### src/rtl/gmii_tx_framer.sv
// GMII transmit framer: wraps a valid/ready/last byte stream in preamble, SFD, zero pad and FCS,
// then holds the inter-frame gap. Byte-wide at 1G, two nibbles per byte in 10/100 mode.
module gmii_tx_framer #(
    parameter int PREAMBLE_BYTES = 7,
    parameter int MIN_DATA       = 60,
    parameter int IFG_BYTES      = 12
) (
    input  logic       tx_clk,
    input  logic       rst,
    input  logic [7:0] s_data,
    input  logic       s_valid,
    input  logic       s_last,
    output logic       s_ready,
    input  logic       speed_10_100,
    output logic [7:0] gmii_txd,
    output logic       gmii_tx_en,
    output logic       gmii_tx_er,
    output logic       busy,
    output logic       frame_done,
    output logic       underrun
);

    typedef enum logic [3:0] {
        ST_IDLE, ST_PRE, ST_SFD, ST_DATA, ST_PAD, ST_FCS, ST_ERR, ST_DRAIN, ST_IFG
    } state_t;

    localparam logic [7:0]  LP_PRE_LAST = 8'(PREAMBLE_BYTES - 1);
    localparam logic [7:0]  LP_IFG_LAST = 8'(IFG_BYTES - 1);
    localparam logic [10:0] LP_MIN      = 11'(MIN_DATA);

    function automatic logic [31:0] crc_next(input logic [31:0] c, input logic [7:0] d);
        logic [31:0] r;
        r = c ^ {24'h0, d};
        for (int k = 0; k < 8; k++) begin
            r = r[0] ? ((r >> 1) ^ 32'hEDB88320) : (r >> 1);
        end
        return r;
    endfunction

    function automatic logic [7:0] fn_txd(input logic [7:0] b, input logic nib);
        return nib ? {4'h0, b[3:0]} : b;
    endfunction

    state_t      r_state;
    logic        r_nib;
    logic        r_ph;
    logic [7:0]  r_cnt;
    logic [10:0] r_byte_cnt;
    logic [31:0] r_crc;
    logic [7:0]  r_byte;
    logic        r_eof;
    logic [7:0]  r_txd;
    logic        r_tx_en;
    logic        r_tx_er;
    logic        r_frame_done;
    logic        r_underrun;

    logic        w_slot_end;
    logic        w_take;
    logic        w_start;
    logic        w_pad_more;
    logic        w_phased;
    logic [10:0] w_byte_cnt_inc;
    logic [31:0] w_crc_inv;
    logic [1:0]  w_fcs_idx;
    logic [7:0]  w_fcs_nxt;

    // State and outputs describe the cycle currently on the wire; a slot ends on its last cycle.
    assign w_slot_end     = !r_nib || r_ph;
    assign w_take         = ((r_state == ST_SFD) || (r_state == ST_DATA && !r_eof)) && w_slot_end;
    assign w_start        = s_valid && ((r_state == ST_IDLE) ||
                            (r_state == ST_IFG && w_slot_end && r_cnt == LP_IFG_LAST));
    assign w_pad_more     = r_byte_cnt < LP_MIN;
    assign w_phased       = (r_state != ST_IDLE) && (r_state != ST_DRAIN);
    assign w_byte_cnt_inc = (r_byte_cnt == 11'h7FF) ? r_byte_cnt : r_byte_cnt + 11'd1;
    assign w_crc_inv      = ~r_crc;
    assign w_fcs_idx      = r_cnt[1:0] + 2'd1;
    assign w_fcs_nxt      = w_crc_inv[{w_fcs_idx, 3'b000} +: 8];

    assign s_ready    = w_take || (r_state == ST_DRAIN);
    assign gmii_txd   = r_txd;
    assign gmii_tx_en = r_tx_en;
    assign gmii_tx_er = r_tx_er;
    assign busy       = (r_state != ST_IDLE);
    assign frame_done = r_frame_done;
    assign underrun   = r_underrun;

    always_ff @(posedge tx_clk or posedge rst) begin
        if (rst) begin
            r_state      <= ST_IDLE;
            r_nib        <= 1'b0;
            r_ph         <= 1'b0;
            r_cnt        <= 8'd0;
            r_byte_cnt   <= 11'd0;
            r_crc        <= 32'hFFFFFFFF;
            r_byte       <= 8'h00;
            r_eof        <= 1'b0;
            r_txd        <= 8'h00;
            r_tx_en      <= 1'b0;
            r_tx_er      <= 1'b0;
            r_frame_done <= 1'b0;
            r_underrun   <= 1'b0;
        end else begin
            r_frame_done <= 1'b0;
            r_underrun   <= 1'b0;
            if (w_start) begin
                // Speed is sampled only here, so a mid-frame change waits for the next frame.
                r_state    <= ST_PRE;
                r_nib      <= speed_10_100;
                r_ph       <= 1'b0;
                r_cnt      <= 8'd0;
                r_crc      <= 32'hFFFFFFFF;
                r_byte_cnt <= 11'd0;
                r_eof      <= 1'b0;
                r_byte     <= 8'h55;
                r_txd      <= fn_txd(8'h55, speed_10_100);
                r_tx_en    <= 1'b1;
                r_tx_er    <= 1'b0;
            end else if (w_phased && r_nib && !r_ph) begin
                r_ph  <= 1'b1;
                r_txd <= {4'h0, r_byte[7:4]};
            end else begin
                r_ph <= 1'b0;
                case (r_state)
                    ST_IDLE: begin
                        r_txd   <= 8'h00;
                        r_tx_en <= 1'b0;
                        r_tx_er <= 1'b0;
                    end
                    ST_PRE: begin
                        if (r_cnt == LP_PRE_LAST) begin
                            r_state <= ST_SFD;
                            r_byte  <= 8'hD5;
                            r_txd   <= fn_txd(8'hD5, r_nib);
                        end else begin
                            r_cnt  <= r_cnt + 8'd1;
                            r_byte <= 8'h55;
                            r_txd  <= fn_txd(8'h55, r_nib);
                        end
                    end
                    ST_SFD, ST_DATA, ST_PAD: begin
                        if (w_take && s_valid) begin
                            r_state    <= ST_DATA;
                            r_byte     <= s_data;
                            r_txd      <= fn_txd(s_data, r_nib);
                            r_crc      <= crc_next(r_crc, s_data);
                            r_byte_cnt <= w_byte_cnt_inc;
                            r_eof      <= s_last;
                        end else if (w_take) begin
                            r_state    <= ST_ERR;
                            r_byte     <= 8'h00;
                            r_txd      <= 8'h00;
                            r_tx_er    <= 1'b1;
                            r_underrun <= 1'b1;
                        end else if (w_pad_more) begin
                            r_state    <= ST_PAD;
                            r_byte     <= 8'h00;
                            r_txd      <= 8'h00;
                            r_crc      <= crc_next(r_crc, 8'h00);
                            r_byte_cnt <= w_byte_cnt_inc;
                        end else begin
                            r_state <= ST_FCS;
                            r_cnt   <= 8'd0;
                            r_byte  <= w_crc_inv[7:0];
                            r_txd   <= fn_txd(w_crc_inv[7:0], r_nib);
                        end
                    end
                    ST_FCS: begin
                        if (r_cnt == 8'd3) begin
                            r_state      <= ST_IFG;
                            r_cnt        <= 8'd0;
                            r_byte       <= 8'h00;
                            r_txd        <= 8'h00;
                            r_tx_en      <= 1'b0;
                            r_frame_done <= 1'b1;
                        end else begin
                            r_cnt  <= r_cnt + 8'd1;
                            r_byte <= w_fcs_nxt;
                            r_txd  <= fn_txd(w_fcs_nxt, r_nib);
                        end
                    end
                    ST_ERR: begin
                        r_state <= ST_DRAIN;
                        r_byte  <= 8'h00;
                        r_txd   <= 8'h00;
                        r_tx_en <= 1'b0;
                        r_tx_er <= 1'b0;
                    end
                    ST_DRAIN: begin
                        if (s_valid && s_last) begin
                            r_state <= ST_IFG;
                            r_cnt   <= 8'd0;
                        end
                    end
                    ST_IFG: begin
                        if (r_cnt == LP_IFG_LAST) begin
                            r_state <= ST_IDLE;
                        end else begin
                            r_cnt <= r_cnt + 8'd1;
                        end
                    end
                    default: begin
                        r_state <= ST_IDLE;
                        r_tx_en <= 1'b0;
                        r_tx_er <= 1'b0;
                        r_txd   <= 8'h00;
                    end
                endcase
            end
        end
    end

endmodule
### config.mk
export PLATFORM = sky130hd
export DESIGN_NAME = gmii_tx_framer
export DESIGN_NICKNAME = d
export VERILOG_FILES = /design/src/rtl/gmii_tx_framer.sv
export SDC_FILE = /design/constraint.sdc
export NUM_CORES = 1
export LEC_CHECK = 0
export CAP_MARGIN = 20
export CORE_MARGIN = 2
export CORE_UTILIZATION = 50
export CTS_CLUSTER_SIZE = 40
export DETAILED_ROUTE_END_ITERATION = 8
export PLACE_DENSITY = 0.75
export SETUP_SLACK_MARGIN = 0.3
export SLEW_MARGIN = 5
export SYNTH_ARGS = -nofsm -noshare
export SYNTH_HDL_FRONTEND = slang
export SYNTH_SLANG_ARGS = --single-unit
### constraint.sdc
create_clock -name tx_clk -period 3.35 [get_ports tx_clk]
set_clock_uncertainty 0.2 [all_clocks]
set_input_delay 0.67 -clock tx_clk [delete_from_list [all_inputs] [get_ports tx_clk]]
set_output_delay 0.67 -clock tx_clk [all_outputs]
set_load 0.05 [all_outputs]
==> metrics.md, run 1 <==
| Metric | Value |
|---|---|
| FF-to-FF setup slack | 0.45 ns |
| Die Area | 11840 um2 |
| FMAX | 344.5 MHz |
| Ys async rst share | 1.000 |
| Setup crit end | r_cnt[7] |
| Core region area | 10790 um2 |
| Syn Inst Count | 569 |
| Skew-Pair Late Insertion Delay | 0.38 ns |
| Clk slew on worst S/H paths | 0.09 ns |
| Vias in the first global route | 4492 |
| RSZ-0062 raised after global routing | no |
| Slew at the pin closest to its max-slew limit | 0.8236 ns |
| CTS Sinks | 74 |
| CP Launch Type | register |
| Final ANT Viol Nets | 0 |
| Share of cells above drive strength 1 | 0.1820 |
| CP endpoint kind | register |
| Synthesized area | 5493 um2 |
| WL final | 15.06 mm |
| Reg2Reg Depth | 6 |
| Remaining DRCs | 0 |
| Synth cell types | 69 |
| Synthesized Nets | 585 |
| Critical path arrival | 2.99 ns |
| Final Slew Violations | 0 |
| CP Max Fanout | 12 |
| Clock Tree Root | clkbuf_8 |
| Layout Utilization | 0.5741 |
| WS Path Type | reg2reg |
| Clock tree buffer depth | 2 |
| CP startpoint | r_state[1] |
| Final net count | 610 |
| Via count | 4441 |
| Final hold violations | 0 |
| # IOs | 27 |
| Status | complete, no violations |
| CTS hold repair buffers | 0 |
| Initial antenna violation count | 0 |
| Initial drt markers | 471 |
| Final count of negative-setup-slack endpoints | 0 |
| Yosys reg bits | 74 |
| Routed wire length per instance | 20.38 um |
| Max_cap viols | 0 |
| Worst hold slack | 0.3059 ns |
| H-tree levels | 3 |
| Count of yosys warnings during synthesis | 0 |
| Synth area leaders | dfrtp_1 19%, dfstp_2 15%, xnor2_1 14% |
| First-pass GRT wire length | 24.41 mm |
| Synth top area share | 0.1913 |
| Synth-to-Final Area Change | 12.80% |
| R2R Path Start | r_state[1] |
| Post-synth EDFFs | 0 |
| Ys flop type | dfrtp_1 |
| Die Wd | 108.8 um |
| Critical Path RT | 3.43 ns |
| Synth Area per Inst | 9.653 um2 |
| Reg2reg end | r_cnt[7] |
| TritonCTS clock tree | yes |
| Max-slew headroom | 0.4367 |
| Routability cong. | 0.9440 |
| Port bufs | 26 |
| Standard-cell rows | 38 |
| Largest net degree at the start of global routing | 75 |
| Final critical-path required period | 2.902 ns |
| Vias per Instance | 6.009 |
| Yosys top cell by area | dfrtp_1 |
| Gr ovfl total | 0 |
| Die boundary height | 108.8 um |
| DRT Pass-1 Iters | 7 |
| Tot GR Track Use | 0.2737 |
| Register area share after synthesis | 0.3444 |
| Period Utilization, post-route | 0.8664 |
| Antenna Cells | 0 |
| Num CTS Buffers | 9 |
| Worst min path class | reg2reg |
| Initial Util | 0.5089 |
| Final HPWL DP | 10.88 mm |
| TNS Setup | 0 ns |
==> metrics by stage <==
step | instances | setup WS, ns | instance area (um2)
floorplan | 569 | 0.6067 | 5493
global placement | 722 | 0.1957 | 5984
detailed placement | 723 | 0.1480 | 6000
CTS | 739 | 0.3483 | 6192
global route | 739 | 0.3024 | 6196
finish | 739 | 0.4476 | 6196
==> routing by layer <==
layer,share of wire,GRT usage,up-vias
met5,0,0,-
met4,0.027,0.1053,0
met3,0.054,0.06037,34
met2,0.47,0.4330,152
met1,0.45,0.3668,2193
li1,-,-,2062
==> cell usage in the layout (no fill, tap or decap), types with 4 or more instances in the layout <==
cell	count
nor3_1	11
and3_1	7
nand2_1	50
clkbuf_8	9
nand4_1	4
a2bb2oi_1	30
clkdlybuf4s50_1	24
o21ai_0	17
o22ai_1	8
o21a_1	6
nand3_1	8
xnor3_1	9
dfrtp_1	42
o31ai_1	8
nor2_1	33
xnor2_1	89
a22oi_1	5
nand2b_1	4
mux2i_1	4
mux4_2	8
dfstp_2	32
buf_4	33
nor2b_1	4
nor4_1	8
xor2_1	36
o21ai_1	8
inv_1	13
a21oi_1	11
==> timing repair <==
action	4_1_cts	5_1_grt
hold endpoints to repair	0	0
pin swaps	0	1
setup buffers	0	0
endpoints found under the setup margin	1	12
gates resized for setup	1	1
==> state kept, by name, summed over array words and instances (netlist names) <==
register	count
gmii_txd	8
r_ph	1
frame_done	1
r_crc	32
r_cnt	8
gmii_tx_er	1
r_byte_cnt	11
r_nib	1
r_byte	4
r_eof	1
r_state	4
underrun	1
gmii_tx_en	1
==> worst max-delay path: stages (launching register included) <==
cell and delay (ns):
dfrtp_1 0.53, nor3_4 0.42, o21a_4 0.24, o21ai_2 0.06
or4b_4 0.56, or3_1 0.52, o31ai_1 0.27
==> logic make-up after synthesis <==
| group | count (synthesis) | share of synthesized area |
|---|---|---|
| flops | 74 | 0.3444 |
| mux | 13 | 0.04214 |
| xor+xnor | 136 | 0.2421 |
| buf+inv | 61 | 0.05034 |
| fa+ha+maj | 3 | 0.006834 |
| simple gates | 153 | 0.1403 |
| compound gates | 129 | 0.1738 |
==> synthesized netlist by cell type, types with 5 or more instances <==
cell,number
o21ai_1,9
o31ai_1,8
dfrtp_1,42
a21oi_1,11
a2bb2oi_1,30
xnor2_1,89
nor3_1,11
nor4_1,8
nand2_1,50
xnor3_1,9
o21a_1,6
a22oi_1,5
inv_1,14
and3_1,7
dfstp_2,32
xor2_1,36
mux4_2,8
o22ai_1,8
clkbuf_1,31
o21ai_0,17
buf_2,7
buf_6,5
nand3_1,8
nor2_1,34
==> how the worst min path moves through the flow <==
stage                    start          to  slack (ns)  cells past startpoint
finish              gmii_tx_er  gmii_tx_er        0.31                      1
global route         r_crc[22]   r_crc[22]        0.33                      1
CTS                 gmii_tx_er  gmii_tx_er        0.31                      1
detailed placement  gmii_tx_er  gmii_tx_er        0.29                      1
global placement    gmii_tx_er  gmii_tx_er        0.28                      1
floorplan             r_cnt[7]    r_cnt[7]        0.27                      1
==> layout make-up <==
class	count	area, um2
Fill cell	970	4597
Multi-Input combinational cell	434	3331
Clock buffer	9	123.9
Timing Repair Buffer	61	551.8
Sequential cell	74	1892
Clock inverter	7	70.07
Inverter	14	52.55
Tap cell	140	175.2
Power of run 1 is left out: the tool's default activity adds up to more than one toggle a clock period on the data nets, which glitch-free logic cannot reach.
==> inputs of run 2 (changes only) <==
Settings changed: DONT_BUFFER_PORTS set to 1, PLACE_DENSITY 0.75 to 0.72.
==> run 2 against run 1 <==
- die area unchanged
- flip-flop and latch count unchanged
- register-to-register slack got worse by 0.04 ns
- first-iteration DRC count decreased by 20%
- maximum frequency decreased by 1.5%
- critical path type unchanged
- final cell count decreased by 5.7%
- non-clock buffer count decreased by 42
- worst setup slack got worse by 0.043 ns
- critical endpoint is now r_cnt[6]
- worst hold slack got worse by 0.22 ns
==> metrics.md, run 2 (synthesis gave the netlist of run 1 again) <==
| Metric | Value |
|---|---|
| Die Area | 11840 um2 (unchanged) |
| WS Path Type | reg2reg |
| RSZ-0062 raised after global routing | no |
| Final ANT Viol Nets | 0 (unchanged) |
| Core region area | 10790 um2 (unchanged) |
| CTS Sinks | 74 (unchanged) |
| Filler instances | 957 (-1.3%) |
| Tot GR Track Use | 0.2542 (-0.01955) |
| Worst min path class | in2async |
| Via count | 4328 (-2.5%) |
| Die Wd | 108.8 um (unchanged) |
| # IOs | 27 (unchanged) |
| H-tree levels | 3 (unchanged) |
| Gr ovfl total | 0 (unchanged) |
| Remaining DRCs | 0 (unchanged) |
| Multi-input gate area | 3334 um2 (+0.11%) |
| Vias in the first global route | 4204 (-6.4%) |
| Routed wire length per instance | 20.32 um (-0.31%) |
| Max_cap viols | 0 (unchanged) |
| Clk slew on worst S/H paths | 0.09 ns (about the same) |
| TNS Setup | 0 ns (unchanged) |
| Critical Path RT | 3.43 ns (about the same) |
| CP Launch Type | register |
| DRT Pass-1 Iters | 5 (-2) |
| Die boundary height | 108.8 um (unchanged) |
| CP Max Fanout | 19 (+7) |
| Final net count | 568 (-6.9%) |
| Register Area | 1897 um2 (+0.26%) |
| Status | complete, no violations |
| Num CTS Buffers | 9 (unchanged) |
| Vias per Instance | 6.209 (+3.3%) |
| Share of cells above drive strength 1 | 0.1741 (-0.007823) |
| TritonCTS clock tree | yes |
| Standard-cell rows | 38 (unchanged) |
| Initial drt markers | 379 (-20%) |
| Max-slew headroom | 0.3100 (-0.1267) |
| Critical path arrival | 3.02 ns (+0.03 ns) |
| Initial antenna violation count | 0 (unchanged) |
| Final hold violations | 0 (unchanged) |
| Clock tree buffer depth | 2 (unchanged) |
| Most frequent cells in the layout | 89 x xnor2_1, 49 x nand2_1, 38 x dfrtp_1, 36 x xor2_1, 33 x nor2_1 |
| Clock Tree Root | clkbuf_8 |
| Largest registers | r_crc: 32 flops, r_byte_cnt: 11 flops |
| Largest net degree at the start of global routing | 44 (-41%) |
| CP endpoint kind | register |
| FMAX | 339.5 MHz (-1.5%) |
| Period Utilization, post-route | 0.8793 (+0.01291) |
| Routability cong. | 0.9120 (-3.4%) |
| Final count of negative-setup-slack endpoints | 0 (unchanged) |
| Initial Util | 0.5089 (unchanged) |
| Skew-Pair Late Insertion Delay | 0.37 ns (about the same) |
| First-pass GRT wire length | 22.71 mm (-6.9%) |
| Synth-to-Final Area Change | 5.945% |
| Slew at the pin closest to its max-slew limit | 1.009 ns (+0.1853 ns) |
| Max reg flops | 32 (unchanged) |
| WL final | 14.16 mm (-6.0%) |
| Final critical-path required period | 2.946 ns (+0.04326 ns) |
| Most flops, register | r_crc |
| Final Slew Violations | 0 (unchanged) |
| Most common cell after layout, fill and taps aside | xnor2_1 |
| Antenna Cells | 0 (unchanged) |
| Final HPWL DP | 10.08 mm (-7.3%) |
| Port bufs | 0 (-100%) |
| CTS hold repair buffers | 0 (unchanged) |
[run 2: what timing repair did]
item,in CTS,in global routing
gates resized for setup,3,4
setup endpoints to repair,2,36
buffers inserted,0,0
pin swaps,0,0
[run 2: path summary, 6_finish.rpt]
check | cells after the start | slack [ns] | endpoint | start
min | 1 | 0.09 | r_cnt[2] | rst
max reg2reg | 6 | 0.40 | r_cnt[6] | r_state[2]
max | 6 | 0.40 | r_cnt[6] | r_state[2]
max in group asynchronous | 2 | 2.12 | r_crc[14] | rst
min in group tx_clk | 1 | 0.19 | underrun | s_valid
min reg2reg | 1 | 0.32 | r_cnt[7] | r_cnt[7]
[run 2: per-layer routing]
metal,up-vias,part of all wire,track usage
met5,-,0,0
li1,1978,-,-
met1,2140,0.43,0.3482
met4,0,0.031,0.1053
met3,40,0.065,0.04961
met2,170,0.47,0.3946
[run 2: worst max-delay path, stage by stage, from the launching register on]
cell	delay [ns]
dfrtp_2	0.54
nor3_4	0.46
o21a_4	0.22
o21ai_2	0.06
or4b_4	0.56
or3_1	0.51
o31ai_1	0.29
[run 2: area by class of cell]
| cell class | instances | area share |
|---|---|---|
| well taps | 140 | 0.03010 |
| inverters | 14 | 0.009030 |
| clock buffers | 9 | 0.02129 |
| flip-flops and latches | 74 | 0.3260 |
| clock inverters | 7 | 0.01333 |
| repair buffers | 19 | 0.02731 |
| multi-input cells | 434 | 0.5730 |
[run 2: stage by stage]
stage | util | setup slack [ns] | cell area, um2 | instances | hold slack, ns
final | 0.5392 | 0.4043 | 5819 | 697 | 0.08541
after global routing | 0.5392 | 0.3030 | 5819 | 697 | 0.1387
after CTS | 0.5381 | 0.3013 | 5808 | 697 | 0.1070
after detailed placement | 0.5190 | 0.3151 | 5602 | 681 | 0.3045
after global placement | 0.5190 | 0.4186 | 5602 | 681 | 0.2952
after floorplan | - | 0.6067 | 5493 | 569 | 0.2724
Power of run 2 is left out for the same reason.
==> inputs of run 3 (changes only) <==
Settings changed: PLACE_DENSITY 0.72 to 0.65.
==> run 3 against run 2 <==
- non-clock buffer count grew 6
- worst setup slack gained 0.029 ns
- flip-flop and latch count is the same
- register-to-register slack gained 0.03 ns
- critical path type unchanged
==> metrics.md, run 3 (synthesis gave the netlist of run 1 again) <==
| Metric | Value |
|---|---|
| Vias per Instance | 5.996 (-3.4%) |
| TNS Setup | 0 ns (unchanged) |
| Initial antenna violation count | 0 (unchanged) |
| Initial Util | 0.5089 (unchanged) |
| DRT Pass-1 Iters | 4 (-1) |
| H-tree levels | 3 (unchanged) |
| CP Max Fanout | 10 (-9) |
| Routability cong. | 0.9104 (-0.18%) |
| Filler instances | 995 (+4.0%) |
| Worst min path class | in2async |
| Die Wd | 108.8 um (unchanged) |
| FMAX | 342.8 MHz (+0.99%) |
| First-pass GRT wire length | 22.96 mm (+1.1%) |
| FF-to-FF setup slack | 0.43 ns (+0.03 ns) |
| Max-slew headroom | 0.3293 (+0.01934) |
| Largest net degree at the start of global routing | 38 (-14%) |
| Worst setup margin | 0.4332 ns (+0.02887 ns) |
| Most frequent cells in the layout | 89 x xnor2_1, 49 x nand2_1, 40 x dfrtp_1, 36 x xor2_1, 33 x nor2_1 |
| Worst path cell trace | buf_4, nor3_4, o21a_4, o21ai_2, or4b_4, or3_4, o31ai_1 |
| TritonCTS clock tree | yes |
| Reg2Reg Depth | 7 (+1) |
| Tot GR Track Use | 0.2537 (-0.0005430) |
| Slew at the pin closest to its max-slew limit | 0.9807 ns (-0.02828 ns) |
| Clock Tree Root | clkbuf_8 |
| Num CTS Buffers | 9 (unchanged) |
| CP endpoint kind | register |
| CTS hold repair buffers | 0 (unchanged) |
| RSZ-0062 raised after global routing | no |
| Largest registers | r_crc: 32 flops, r_byte_cnt: 11 flops |
| Final critical-path required period | 2.917 ns (-0.02887 ns) |
| Synth-to-Final Area Change | 6.902% |
| # placed instances | 687 (+0.88%) |
| Number of cells on the critical path | 7 (+1) |
| Via count | 4215 (-2.6%) |
| Clock tree buffer depth | 2 (unchanged) |
| WS Path Type | reg2reg |
| CTS Sinks | 74 (unchanged) |
| Finished Layout Cells | 703 (+0.86%) |
| Antenna Cells | 0 (unchanged) |
| Initial drt markers | 328 (-13%) |
| Most common cell after layout, fill and taps aside | xnor2_1 |
| CP top delay family | simple AND/OR/NAND/NOR gates |
| Final hold violations | 0 (unchanged) |
| Port bufs | 0 (unchanged) |
| DP Worst Slack | 0.3258 ns (+0.01067 ns) |
| Die Area | 11840 um2 (unchanged) |
| Most flops, register | r_crc |
| Max_cap viols | 0 (unchanged) |
| CP Launch Type | register |
| Worst hold slack | 0.002426 ns (-0.08299 ns) |
| Final ANT Viol Nets | 0 (unchanged) |
| Vias in the first global route | 4308 (+2.5%) |
| Final net count | 574 (+1.1%) |
| Standard-cell rows | 38 (unchanged) |
| Final count of negative-setup-slack endpoints | 0 (unchanged) |
| Final Slew Violations | 0 (unchanged) |
| Final HPWL DP | 10.22 mm (+1.4%) |
| Die boundary height | 108.8 um (unchanged) |
| Remaining DRCs | 0 (unchanged) |
| Routed wire length per instance | 19.89 um (-2.1%) |
| Status | complete, no violations |
| Reg2reg end | r_cnt[7] |
| Slowest stage cell, crit path | or4b_4 |
| Share of cells above drive strength 1 | 0.1794 (+0.005249) |
| Critical Path RT | 3.40 ns (-0.03 ns) |
| # IOs | 27 (unchanged) |
| R2R Path Start | r_state[0] |
| Core region area | 10790 um2 (unchanged) |
| Buf/Inv on CP | 1 (+1) |
| Skew-Pair Late Insertion Delay | 0.35 ns (-0.02 ns) |
| Period Utilization, post-route | 0.8707 (-0.008617) |
| WL final | 13.98 mm (-1.3%) |
| Critical path arrival | 2.97 ns (-0.05 ns) |
| Gr ovfl total | 0 (unchanged) |
| Clk slew on worst S/H paths | 0.08 ns (about the same) |
| Post-CTS Setup Inserts | 0 (unchanged) |
| Max reg flops | 32 (unchanged) |
| CP max stage delay | 0.57 ns (about the same) |
run 3: cell types whose count changed in the layout (fill, tap and decap cells not counted), sizes merged:
cell    delta
clkinv     -2
clkbuf     +2
buf        +6
bufinv     +1
inv        -1
run 3: layout make-up:
type	instances	area, um2	share of cell area
inverters	14	52.55	0.008950
flip-flops and latches	74	1894	0.3226
well taps	140	175.2	0.02983
multi-input cells	434	3339	0.5687
repair buffers	25	191.4	0.03260
clock inverters	5	77.57	0.01321
clock buffers	11	141.4	0.02408
run 3: worst register-to-register path, stage by stage, from the launching register on:
cell and delay [ns]:
dfrtp_1 0.48, buf_4 0.20, nor3_4 0.36, o21a_4 0.21, o21ai_2 0.06, or4b_4 0.57
or3_4 0.45, o31ai_1 0.27
run 3: what timing repair did:
item,4_1_cts,5_1_grt
resized for setup,2,4
pin swaps,0,0
endpoints found under the setup margin,1,34
run 3: worst max-delay path by stage:
stage / startpoint / end / slack (ns)
after global placement: r_state[1] / r_cnt[4] / 0.38
after floorplan: r_state[0] / r_cnt[4] / 0.61
after global routing: r_state[0] / r_cnt[7] / 0.31
after CTS: r_state[1] / r_cnt[7] / 0.31
after detailed placement: r_state[1] / r_cnt[7] / 0.33
final: r_state[0] / r_cnt[7] / 0.43
run 3: per-layer routing:
metal	global-route usage	vias to the layer above	part of all wire
met5	0	-	0
met4	0.06868	0	0.024
met3	0.06455	26	0.062
met2	0.4009	115	0.47
met1	0.3467	2078	0.44
li1	-	1996	-
run 3: through the flow:
stage | cell area [um2] | util
detailed placement | 5634 | 0.5220
CTS | 5861 | 0.5430
global placement | 5634 | 0.5220
global route | 5872 | 0.5441
floorplan | 5493 | -
finish | 5872 | 0.5441
Power of run 3 is left out for the same reason.
